$ cat src/rtl/dynamic_output_rr_para.sv
// dynamic_output_rr_para: round-robin output port with wormhole locking,
// credit-based flow control, registered output stage and optional header kill.
module dynamic_output_rr_para #(
    parameter int unsigned NUM_IN       = 5,
    parameter int unsigned DATA_WIDTH   = 64,
    parameter int unsigned CREDITS      = 4,
    parameter int unsigned KILL_HEADERS = 0,
    parameter int unsigned LEN_LSB      = 22,
    parameter int unsigned LEN_WIDTH    = 8
) (
    input  logic                         clk,
    input  logic                         rst_n,
    input  logic [NUM_IN-1:0]            route_req_in,
    input  logic [NUM_IN-1:0]            tail_in,
    input  logic [NUM_IN-1:0]            valid_in,
    input  logic [NUM_IN*DATA_WIDTH-1:0] data_in,
    input  logic                         yummy_in,
    output logic [NUM_IN-1:0]            thanks_out,
    output logic [DATA_WIDTH-1:0]        data_out,
    output logic                         valid_out,
    output logic [3:0]                   credit_cnt_out,
    output logic                         popped_interrupt_out,
    output logic                         credit_err_out,
    output logic                         ec_wants_to_send_but_cannot
);

    localparam int unsigned PTR_W    = (NUM_IN > 1) ? $clog2(NUM_IN) : 1;
    localparam logic [3:0]  CRED_MAX = 4'(CREDITS);

    typedef enum logic {IDLE, BUSY} state_t;

    state_t             state_q, state_d;
    logic [PTR_W-1:0]   rr_ptr_q, rr_ptr_d;
    logic [PTR_W-1:0]   cur_q, cur_d;
    logic [3:0]         credits_q, credits_d;
    logic               err_q;
    logic [NUM_IN-1:0]  cand;
    logic [NUM_IN-1:0]  thanks;
    logic               any_cand;
    logic [PTR_W-1:0]   winner;
    logic [PTR_W-1:0]   sel;
    logic               can_send;
    logic               consume;
    logic               kill;
    logic               forward;
    logic               interrupt_hdr;
    logic [DATA_WIDTH-1:0] flit;

    function automatic logic [PTR_W-1:0] next_ptr(input logic [PTR_W-1:0] p);
        return (32'(p) == NUM_IN - 1) ? '0 : p + 1'b1;
    endfunction

    assign cand     = route_req_in & valid_in;
    assign can_send = (credits_q != 4'd0);

    // Cyclic search for the first requesting channel at or after rr_ptr
    always_comb begin
        int unsigned idx;
        idx      = 0;
        winner   = rr_ptr_q;
        any_cand = 1'b0;
        for (int unsigned i = 0; i < NUM_IN; i++) begin
            idx = (32'(rr_ptr_q) + i) % NUM_IN;
            if (!any_cand && cand[PTR_W'(idx)]) begin
                any_cand = 1'b1;
                winner   = PTR_W'(idx);
            end
        end
    end

    // Arbitration / wormhole FSM next-state and thanks generation
    always_comb begin
        state_d  = state_q;
        rr_ptr_d = rr_ptr_q;
        cur_d    = cur_q;
        thanks   = '0;
        sel      = cur_q;
        kill     = 1'b0;
        case (state_q)
            IDLE: begin
                sel = winner;
                if (any_cand && can_send) begin
                    thanks[winner] = 1'b1;
                    kill           = (KILL_HEADERS != 0);
                    if (tail_in[winner]) begin
                        rr_ptr_d = next_ptr(winner);
                    end else begin
                        state_d = BUSY;
                        cur_d   = winner;
                    end
                end
            end
            BUSY: begin
                if (valid_in[cur_q] && can_send) begin
                    thanks[cur_q] = 1'b1;
                    if (tail_in[cur_q]) begin
                        state_d  = IDLE;
                        rr_ptr_d = next_ptr(cur_q);
                    end
                end
            end
            default: state_d = IDLE;
        endcase
        // Nothing is consumed while reset is held
        if (!rst_n) begin
            thanks = '0;
        end
    end

    assign consume       = |thanks;
    assign forward       = consume && !kill;
    assign flit          = data_in[32'(sel)*DATA_WIDTH +: DATA_WIDTH];
    assign interrupt_hdr = (flit[LEN_LSB +: LEN_WIDTH] == '0) && (flit[23:20] == 4'hF);

    // Credit counter next value: send and yummy together cancel out
    always_comb begin
        credits_d = credits_q;
        if (forward && !yummy_in) begin
            credits_d = credits_q - 4'd1;
        end else if (yummy_in && !forward && credits_q != CRED_MAX) begin
            credits_d = credits_q + 4'd1;
        end
    end

    // FSM, pointer and credit state registers
    always_ff @(posedge clk or negedge rst_n) begin
        if (!rst_n) begin
            state_q   <= IDLE;
            rr_ptr_q  <= '0;
            cur_q     <= '0;
            credits_q <= CRED_MAX;
            err_q     <= 1'b0;
        end else begin
            state_q   <= state_d;
            rr_ptr_q  <= rr_ptr_d;
            cur_q     <= cur_d;
            credits_q <= credits_d;
            if (yummy_in && credits_q == CRED_MAX) begin
                err_q <= 1'b1;
            end
        end
    end

    // Registered output stage and interrupt pulse
    always_ff @(posedge clk or negedge rst_n) begin
        if (!rst_n) begin
            data_out             <= '0;
            valid_out            <= 1'b0;
            popped_interrupt_out <= 1'b0;
        end else begin
            valid_out            <= forward;
            popped_interrupt_out <= consume && kill && interrupt_hdr;
            if (forward) begin
                data_out <= flit;
            end
        end
    end

    assign thanks_out     = thanks;
    assign credit_cnt_out = credits_q;
    assign credit_err_out = err_q;
    assign ec_wants_to_send_but_cannot =
        ((state_q == IDLE && any_cand) || (state_q == BUSY && valid_in[cur_q]))
        && (credits_q == 4'd0);

endmodule

$ cat config.mk
export PLATFORM = sky130hd
export DESIGN_NAME = dynamic_output_rr_para
export DESIGN_NICKNAME = d
export VERILOG_FILES = /design/src/rtl/dynamic_output_rr_para.sv
export SDC_FILE = /design/constraint.sdc
export NUM_CORES = 1
export LEC_CHECK = 0
export ABC_CLOCK_PERIOD_IN_PS = 5540
export BUFFER_PORTS_ARGS = -buffer_cell sky130_fd_sc_hd__buf_2
export CAP_MARGIN = 20
export CORE_MARGIN = 3
export CORE_UTILIZATION = 30
export DETAILED_ROUTE_END_ITERATION = 7
export PLACE_DENSITY_LB_ADDON = 0.08
export SLEW_MARGIN = 40
export SYNTH_ARGS = -nofsm -noshare
export SYNTH_HDL_FRONTEND = slang
export SYNTH_SLANG_ARGS = --single-unit
$ cat constraint.sdc
create_clock -name clk -period 5.54 [get_ports clk]
set_input_delay 0.554 -clock clk [delete_from_list [all_inputs] [get_ports clk]]
set_output_delay 0.554 -clock clk [all_outputs]
set_load 0.05 [all_outputs]
==> flow_summary.json, run 1 <==
{
  "r2r_setup_slack_ns": 0.41,
  "ios": 415,
  "port-buffer-count": 413,
  "crit_fanout": 33,
  "cp_cell_sequence": "buf_4 > ha_1 > a21oi_1 > a2bb2oi_1 > nor2_1 > o31ai_1 > o2111ai_2 > or3_1 > and3_4 > or3_1 > o22ai_1 > and2_2 > buf_6",
  "critPathArrivalTime_ns": 4.72,
  "r2r-end": "credit_cnt_out[3]",
  "drive_above_1_share": 0.459,
  "tightest_slew_ns": 0.832,
  "fmax_mhz": 190,
  "track_usage": 0.221,
  "drtIter0Drc": 454,
  "grt_max_degree": 67,
  "netlist_instances": 880,
  "hpwl_mm": 26.1,
  "cp_slowest_cell": "o31ai_1",
  "worstSetupPathType": "reg2out",
  "area_delta_synth_final_pct": 37.9,
  "die-height_microns": 168,
  "first_pass_iters": 5,
  "cts_buffer_depth": 2,
  "fin_nets": 1648,
  "finalCritPeriodShare": 0.952,
  "grt_pass1_vias": 8158,
  "initial_core_util": 0.308,
  "ys_seq_area_frac": 0.246,
  "regToRegStartpoint": "rr_ptr_q[0]",
  "gp_congestion": 0.880,
  "layout.cells.non_filler": 1620,
  "crit_top_cell": "or3_1",
  "synth_edf_count": 0,
  "startpoint": "rr_ptr_q[0]",
  "hold_viol": 0,
  "antenna_cells": 0,
  "dieArea_sq_um": 28100,
  "vias": 8407,
  "status": "complete, no violations",
  "clk_root_buffer_cell": "clkbuf_16",
  "grt-ovfl-total": 0,
  "final_area_sq_um": 10800,
  "cts_sinks": 77,
  "synth_cell_types": 88,
  "core-area_sq_um": 25400,
  "cts.htree.levels": 3,
  "period_needed_ns": 5.28,
  "finalSetupTns_ns": 0,
  "cts_made_buffers": 9,
  "path_depth": 13,
  "grt_pass1_wl_mm": 49.2,
  "drt_wl_total_mm": 33.1,
  "syn_area_per_cell_sq_um": 8.90,
  "slew_viol_final": 0,
  "r2r.worst_path.cells": 28,
  "yosysWarnings": 0,
  "drc": 0,
  "hold_path.class": "in2async",
  "antenna_found_initial": 0,
  "cpLargestDelayFamily": "compound AO/OA/AOI/OAI gates",
  "setup.worst_path.start_class": "register",
  "critPathCaptureType": "output port",
  "syn_area_sq_um": 7830,
  "clock_latency_ns": 0.35,
  "cp_num_buf_inv": 2,
  "crit_path_end": "thanks_out[2]",
  "post_drt_wl_per_cell_microns": 20.4,
  "fin_skew_ns": 0.0112,
  "async_reset_ff_frac": 1.00,
  "drv_cap": 0,
  "rows": 58,
  "placed_cells": 1593,
  "synth_flop_cell": "dfrtp_1",
  "setup_viol": 0,
  "worst_slew_margin_rel": 0.445,
  "die_w_microns": 168,
  "syn_nets": 1243,
  "clk_pin_slew_ns": 0.07,
  "routed_via_density": 5.19,
  "cts_tree": "yes",
  "ys_seq_elements": 77,
  "placed_area_sq_um": 10300,
  "drtAntennaViolNets": 0,
  "critPathMaxStageDelay_ns": 0.52,
  "crit_required_ns": 4.99
}
[layout by cell type, fill, tap and decap left out, types with 8 or more instances in the layout]
cell / count
mux2i_1: 142
nand3_1: 10
inv_1: 15
ha_1: 21
nand2_1: 32
and2_1: 9
o22a_1: 66
a21oi_2: 59
dfrtp_1: 76
nor3_1: 9
nor2_1: 90
o21ai_0: 20
clkbuf_16: 9
a21oi_1: 88
buf_4: 39
buf_2: 409
and3_1: 8
[sequential cells by signal, summed over array words and instances, names as in the netlist]
signal	count
data_out	64
valid_out	1
rr_ptr_q	3
credit_cnt_out	4
state_q	1
cur_q	3
credit_err_out	1
[stage by stage]
stage	setup slack [ns]	hold slack (ns)	util
floorplan	0.0365	0.258	-
global placement	0.244	0.467	0.404
detailed placement	0.251	0.462	0.405
CTS	0.00120	0.210	0.418
global route	-0.0165	0.227	0.425
finish	0.264	0.195	0.425
[cell type report]
class | count | area, sq um
clock buffers | 10 | 229
clock inverters | 6 | 93.8
fillers | 2614 | 14600
inverters | 22 | 85.1
multi-input cells | 718 | 5570
flip-flops and latches | 77 | 1930
well taps | 330 | 413
repair buffers | 457 | 2480
[Yosys cell counts (all sizes together) (8+ instances only)]
master / number / area (sq um)
a21oi: 150 / 998
mux2i: 142 / 1420
nor2: 90 / 338
dfrtp: 76 / 1900
o22a: 66 / 578
buf: 40 / 314
nand2: 33 / 124
o21ai: 30 / 154
clkbuf: 24 / 90.1
ha: 24 / 300
inv: 21 / 81.3
nor3: 14 / 86.3
and2: 11 / 68.8
nand3: 10 / 50.1
and3: 9 / 61.3
o22ai: 9 / 62.6
xnor2: 8 / 70.1
[layer usage]
metal / up-vias / track usage / part of all wire
met5: - / 0 / 0
met4: 0 / 0.0374 / 0.0092
met3: 20 / 0.0467 / 0.065
met2: 280 / 0.369 / 0.48
met1: 4001 / 0.299 / 0.44
li1: 4106 / - / -
[cell families after synthesis]
group,synth area share
other,0.000479
buffers and inverters,0.0625
xor gates and xnor gates,0.0123
AOI/OAI and AO/OA,0.302
and+or+nand+nor,0.142
muxes,0.194
adders and majority gates,0.0409
DFF,0.246
[timing repair]
action / 4_1_cts / 5_1_grt
endpoints found under the setup margin: 2 / 54
pin swaps: 1 / 7
hold buffers: 0 / 0
gates cloned: 0 / 1
setup buffers: 0 / 10
gates resized for setup: 4 / 24
[worst min-delay path by stage]
stage | to | slack, ns
6_report | rr_ptr_q[1] | 0.20
3_3_place_gp | credit_err_out | 0.47
3_5_place_dp | credit_err_out | 0.46
4_1_cts | rr_ptr_q[1] | 0.21
2_1_floorplan | credit_cnt_out[0] | 0.26
5_1_grt | rr_ptr_q[1] | 0.23
Power of run 1 is not shown: default switching activity piles up to over one toggle a cycle in this logic, so the estimate is an artifact.
==> run 2, diff against run 1 <==
--- a/config.mk
+++ b/config.mk
@@ -10,6 +10,7 @@
 export CAP_MARGIN = 20
 export CORE_MARGIN = 3
 export CORE_UTILIZATION = 30
+export CTS_BUF_LIST = sky130_fd_sc_hd__clkbuf_16
 export DETAILED_ROUTE_END_ITERATION = 7
 export PLACE_DENSITY_LB_ADDON = 0.08
 export SLEW_MARGIN = 40
==> run 2 against run 1 <==
Effect of this change:
- global-route usage did not move
- non-clock buffer count did not move
- setup slack barely moved
- via count fell by 0.14%
- cell area did not move
- hold slack barely moved
- largest cell class unchanged
- cell count did not move
- wire length barely moved
- critical path depth did not move
- die area did not move
- clock skew fell by 0.0011 ns
==> flow_summary.json, run 2 (synthesis gave the netlist of run 1 again) <==
{
  "status": "complete, no violations",
  "cts_made_buffers": 9,
  "gp_congestion": 0.880,
  "die_w_microns": 168,
  "hold_viol": 0,
  "dieArea_sq_um": 28100,
  "ios": 415,
  "drive_above_1_share": 0.459,
  "post_drt_wl_per_cell_microns": 20.4,
  "top_register": "data_out",
  "setup_slack_ns": 0.264,
  "port-buffer-count": 413,
  "cts_sinks": 77,
  "grt-ovfl-total": 0,
  "clk_root_buffer_cell": "clkbuf_16",
  "antenna_cells": 0,
  "wl_met3_mm": 2.17,
  "drt_wl_total_mm": 33.1,
  "layout_common_cells": "buf_2 (409), mux2i_1 (142), nor2_1 (90)",
  "fin_skew_ns": 0.0101,
  "m1WireLength_mm": 14.7,
  "grt_pass1_vias": 8158,
  "hold_buffers": 0,
  "slew_viol_final": 0,
  "grt_max_degree": 67,
  "period_needed_ns": 5.28,
  "area_delta_synth_final_pct": 37.9,
  "drv_cap": 0,
  "largest_reg_flops": 64,
  "drc": 0,
  "cts_buffer_depth": 2,
  "dpl_worst_slack_ns": 0.251,
  "setup.worst_path.start_class": "register",
  "initial_core_util": 0.308,
  "clock_latency_ns": 0.35,
  "tightest_slew_ns": 0.832,
  "r2r.worst_path.cells": 28,
  "crit_fanout": 33,
  "antenna_found_initial": 0,
  "cts_tree": "yes",
  "critPathArrivalTime_ns": 4.72,
  "hold_path.class": "in2async",
  "routed_via_density": 5.18,
  "critPathCaptureType": "output port",
  "core-area_sq_um": 25400,
  "cts.htree.levels": 3,
  "final_common_cell": "buf_2",
  "fin_nets": 1648,
  "fmax_mhz": 190,
  "crit_required_ns": 4.99,
  "hpwl_mm": 26.1,
  "track_usage": 0.221,
  "worstSetupPathType": "reg2out",
  "clk_pin_slew_ns": 0.07,
  "highest-signal-layer": "met4",
  "worst_slew_margin_rel": 0.445,
  "die-height_microns": 168,
  "r2r_setup_slack_ns": 0.41,
  "vias": 8395,
  "setup_viol": 0,
  "regToRegStartpoint": "rr_ptr_q[0]",
  "drtAntennaViolNets": 0,
  "rows": 58,
  "r2r-end": "credit_cnt_out[3]",
  "grt_pass1_wl_mm": 49.2,
  "drtIter0Drc": 468,
  "wl_met2_mm": 15.9,
  "first_pass_iters": 5,
  "finalCritPeriodShare": 0.952
}
run 2: layout make-up:
cell class                 count  area [sq um]
clock inverter                 7          97.6
timing repair buffer         457          2480
multi-input combinational    718          5570
fill                        2614         14600
tap                          330           413
inverter                      22          85.1
sequential                    77          1930
clock buffer                   9           225
run 2: per-layer routing:
| metal | up-vias | global-route usage |
|---|---|---|
| li1 | 4103 | - |
| met1 | 3993 | 0.299 |
| met2 | 279 | 0.369 |
| met3 | 20 | 0.0467 |
| met4 | 0 | 0.0374 |
| met5 | - | 0 |
run 2: repair_timing:
item | CTS | global route
pin swaps | 1 | 7
cloned | 0 | 1
gates resized for setup | 4 | 24
setup buffers | 0 | 10
endpoints found under the setup margin | 2 | 54
run 2: per-stage QoR:
stage,std cells,util,hold WS [ns],TNS (ns),area (sq um)
finish,1620,0.425,0.195,0,10800
global route,1620,0.425,0.227,-0.0356,10800
CTS,1609,0.418,0.210,0,10600
detailed placement,1593,0.405,0.462,0,10300
global placement,1592,0.404,0.467,0,10300
floorplan,880,-,0.258,0,7860
run 2: critical path, stage by stage, from the launching register on:
cell and delay (ns):
dfrtp_1 0.41, buf_4 0.27, ha_1 0.35, a21oi_1 0.41, a2bb2oi_1 0.28, nor2_1 0.09
o31ai_1 0.52, o2111ai_2 0.45, or3_1 0.51, and3_4 0.23, or3_1 0.36, o22ai_1 0.14
and2_2 0.17, buf_6 0.15
run 2: how the worst max path moves through the flow:
stage,start,endpoint,slack [ns],cells after the start
finish,rr_ptr_q[0],thanks_out[2],0.26,13
global route,rr_ptr_q[1],thanks_out[2],-0.02,17
CTS,rr_ptr_q[0],thanks_out[2],0.001,21
detailed placement,rr_ptr_q[0],thanks_out[2],0.25,21
global placement,rr_ptr_q[2],data_out[63],0.24,19
floorplan,rr_ptr_q[0],thanks_out[2],0.04,23
Power of run 2 is left out for the same reason.
==> run 3, diff against run 2 <==
--- a/config.mk
+++ b/config.mk
@@ -5,13 +5,15 @@
 export SDC_FILE = /design/constraint.sdc
 export NUM_CORES = 1
 export LEC_CHECK = 0
+export ABC_AREA = 1
 export ABC_CLOCK_PERIOD_IN_PS = 5540
 export BUFFER_PORTS_ARGS = -buffer_cell sky130_fd_sc_hd__buf_2
 export CAP_MARGIN = 20
 export CORE_MARGIN = 3
 export CORE_UTILIZATION = 30
-export CTS_BUF_LIST = sky130_fd_sc_hd__clkbuf_16
+export CTS_BUF_LIST = sky130_fd_sc_hd__clkbuf_4
 export DETAILED_ROUTE_END_ITERATION = 7
+export HOLD_SLACK_MARGIN = 0.12
 export PLACE_DENSITY_LB_ADDON = 0.08
 export SLEW_MARGIN = 40
 export SYNTH_ARGS = -nofsm -noshare
==> run 3 against run 2 <==
Effect of this change:
- clock skew up 0.029 ns
- global-route usage is 0.71 points lower
- via count grew 17%
- setup slack better by 0.27 ns
- wire length down 0.89%
- sequential share of layout area increased by 0.40 points
- core utilization down 2.2 points
- cell count is 25% higher
- flip-flop and latch count unchanged
- fmax is 5.3% higher
- critical path type unchanged
==> flow_summary.json, run 3 <==
{
  "status": "complete, no violations",
  "dpl_worst_slack_ns": 0.141,
  "crit_top_cell": "nand2_1",
  "slew_viol_final": 0,
  "syn_area_sq_um": 8050,
  "hold_viol": 0,
  "seq_area_sq_um": 1930,
  "cts_made_buffers": 9,
  "yosys.area.top_type": "dfrtp_1",
  "synth-compound-area-share": 0.229,
  "cts_sinks": 77,
  "post_drt_wl_per_cell_microns": 16.2,
  "regToRegStartpoint": "rr_ptr_q[1]",
  "layout_common_cells": "buf_2 (408), nand2_1 (347), inv_1 (206)",
  "drc": 0,
  "async_reset_ff_frac": 1.00,
  "ys_seq_elements": 77,
  "r2r_setup_slack_ns": 0.54,
  "drtAntennaViolNets": 0,
  "die-height_microns": 170,
  "synth_mux_area_frac": 0,
  "area_delta_synth_final_pct": 31.4,
  "synth_commonest_cells": "nand2_1 (350), inv_1 (206), nor2_1 (90)",
  "period_needed_ns": 5.01,
  "rows": 59,
  "cts.htree.levels": 3,
  "synth_edf_count": 0,
  "worst_slew_margin_rel": 0.554,
  "min_from": "yummy_in",
  "cts_buffer_depth": 2,
  "critPathMaxStageDelay_ns": 0.48,
  "final_common_cell": "buf_2",
  "critPathArrivalTime_ns": 4.46,
  "clk_root_buffer_cell": "clkbuf_4",
  "finalSetupTns_ns": 0,
  "whs_path_depth": 2,
  "crit_fanout": 9,
  "fill_cells": 2914,
  "yosysWarnings": 0,
  "top_register": "data_out",
  "setup_viol": 0,
  "synth_cell_types": 41,
  "drv_cap": 0,
  "vias": 9786,
  "clk_pin_slew_ns": 0.16,
  "netlist_instances": 1326,
  "placed_area_sq_um": 10300,
  "port-buffer-count": 413,
  "grt_max_degree": 118,
  "routed_via_density": 4.83,
  "setup_slack_ns": 0.530,
  "crit_required_ns": 4.99,
  "syn_area_per_cell_sq_um": 6.07,
  "cts_tree": "yes",
  "worstSetupPathType": "reg2out",
  "syn_nets": 1689,
  "cpLargestDelayFamily": "simple AND/OR/NAND/NOR gates",
  "synth_area_leaders": "dfrtp_1 (24%), nand2_1 (16%), inv_1 (9.6%)",
  "critPathCaptureType": "output port",
  "grt_pass1_vias": 8921,
  "r2r.worst_path.cells": 38,
  "core-area_sq_um": 26200,
  "setup.worst_path.start_class": "register",
  "fin_nets": 2045,
  "min_to": "credit_err_out",
  "ys_seq_area_frac": 0.240,
  "hpwl_mm": 26.1,
  "drt_wl_total_mm": 32.8,
  "drtIter0Drc": 565,
  "initial_core_util": 0.307,
  "cp_num_buf_inv": 5,
  "fin_skew_ns": 0.0392,
  "tightest_slew_ns": 0.664,
  "synth_most_common_cell": "nand2_1",
  "clock_latency_ns": 0.46,
  "hold_path.class": "in2reg",
  "antenna_found_initial": 3,
  "synthAdderAreaFrac": 0.0398,
  "die_w_microns": 170,
  "track_usage": 0.214,
  "r2r-end": "credit_cnt_out[3]",
  "finalCritPeriodShare": 0.904,
  "fmax_mhz": 200,
  "ios": 415,
  "synthXorXnorAreaFrac": 0.00762,
  "multi_input_area_sq_um": 4930,
  "largest_reg_flops": 64,
  "synth_flop_cell": "dfrtp_1",
  "cp_slowest_cell": "dfrtp_2",
  "synth_top_area_frac": 0.236,
  "first_pass_iters": 5,
  "drive_above_1_share": 0.297,
  "grt-ovfl-total": 0,
  "gp_congestion": 0.862,
  "dieArea_sq_um": 28800,
  "grt_pass1_wl_mm": 49.2,
  "final_area_sq_um": 10600,
  "synth_top_family_by_area": "simple AND/OR/NAND/NOR gates",
  "synth-simple-area-share": 0.325
}
run 3: logic make-up after synthesis:
| kind of cell | count (synthesis) |
|---|---|
| compound gates | 309 |
| flops | 77 |
| buf+inv | 307 |
| xor+xnor | 7 |
| simple gates | 600 |
| other cells | 1 |
| fa+ha+maj | 25 |
run 3: metrics by stage:
step | instances | hold slack, ns | util
global placement | 2001 | 0.416 | 0.394
CTS | 2018 | 0.286 | 0.399
floorplan | 1326 | 0.258 | -
finish | 2025 | 0.337 | 0.404
global route | 2023 | 0.297 | 0.403
detailed placement | 2001 | 0.417 | 0.394
run 3: worst max path at each step:
stage	endpoint	slack, ns	cells after the start	start
6_report	thanks_out[3]	0.53	30	rr_ptr_q[1]
5_1_grt	credit_cnt_out[3]	-0.03	40	rr_ptr_q[1]
2_1_floorplan	credit_cnt_out[3]	0.77	40	rr_ptr_q[0]
3_5_place_dp	credit_cnt_out[3]	0.14	34	rr_ptr_q[1]
3_3_place_gp	credit_cnt_out[3]	0.28	40	rr_ptr_q[1]
4_1_cts	thanks_out[2]	0.12	30	rr_ptr_q[1]
run 3: repair_timing:
item | CTS | global route
gates resized for setup | 0 | 20
hold endpoints to repair | 11 | 0
hold buffers | 1 | 0
setup endpoints to repair | 0 | 69
setup buffers | 0 | 4
run 3: routing by layer:
metal	GRT usage	wire (microns)
met5	0	0
met4	0.0477	447
met1	0.276	14000
met2	0.372	16400
met3	0.0387	1910
run 3: cell type report:
class,count,share of cell area
clock inverters,7,0.00521
repair buffers,436,0.222
flip-flops and latches,77,0.183
diodes,3,0.000710
inverters,216,0.0771
well taps,335,0.0396
clock buffers,9,0.00639
multi-input cells,942,0.467
Power of run 3 is left out for the same reason.
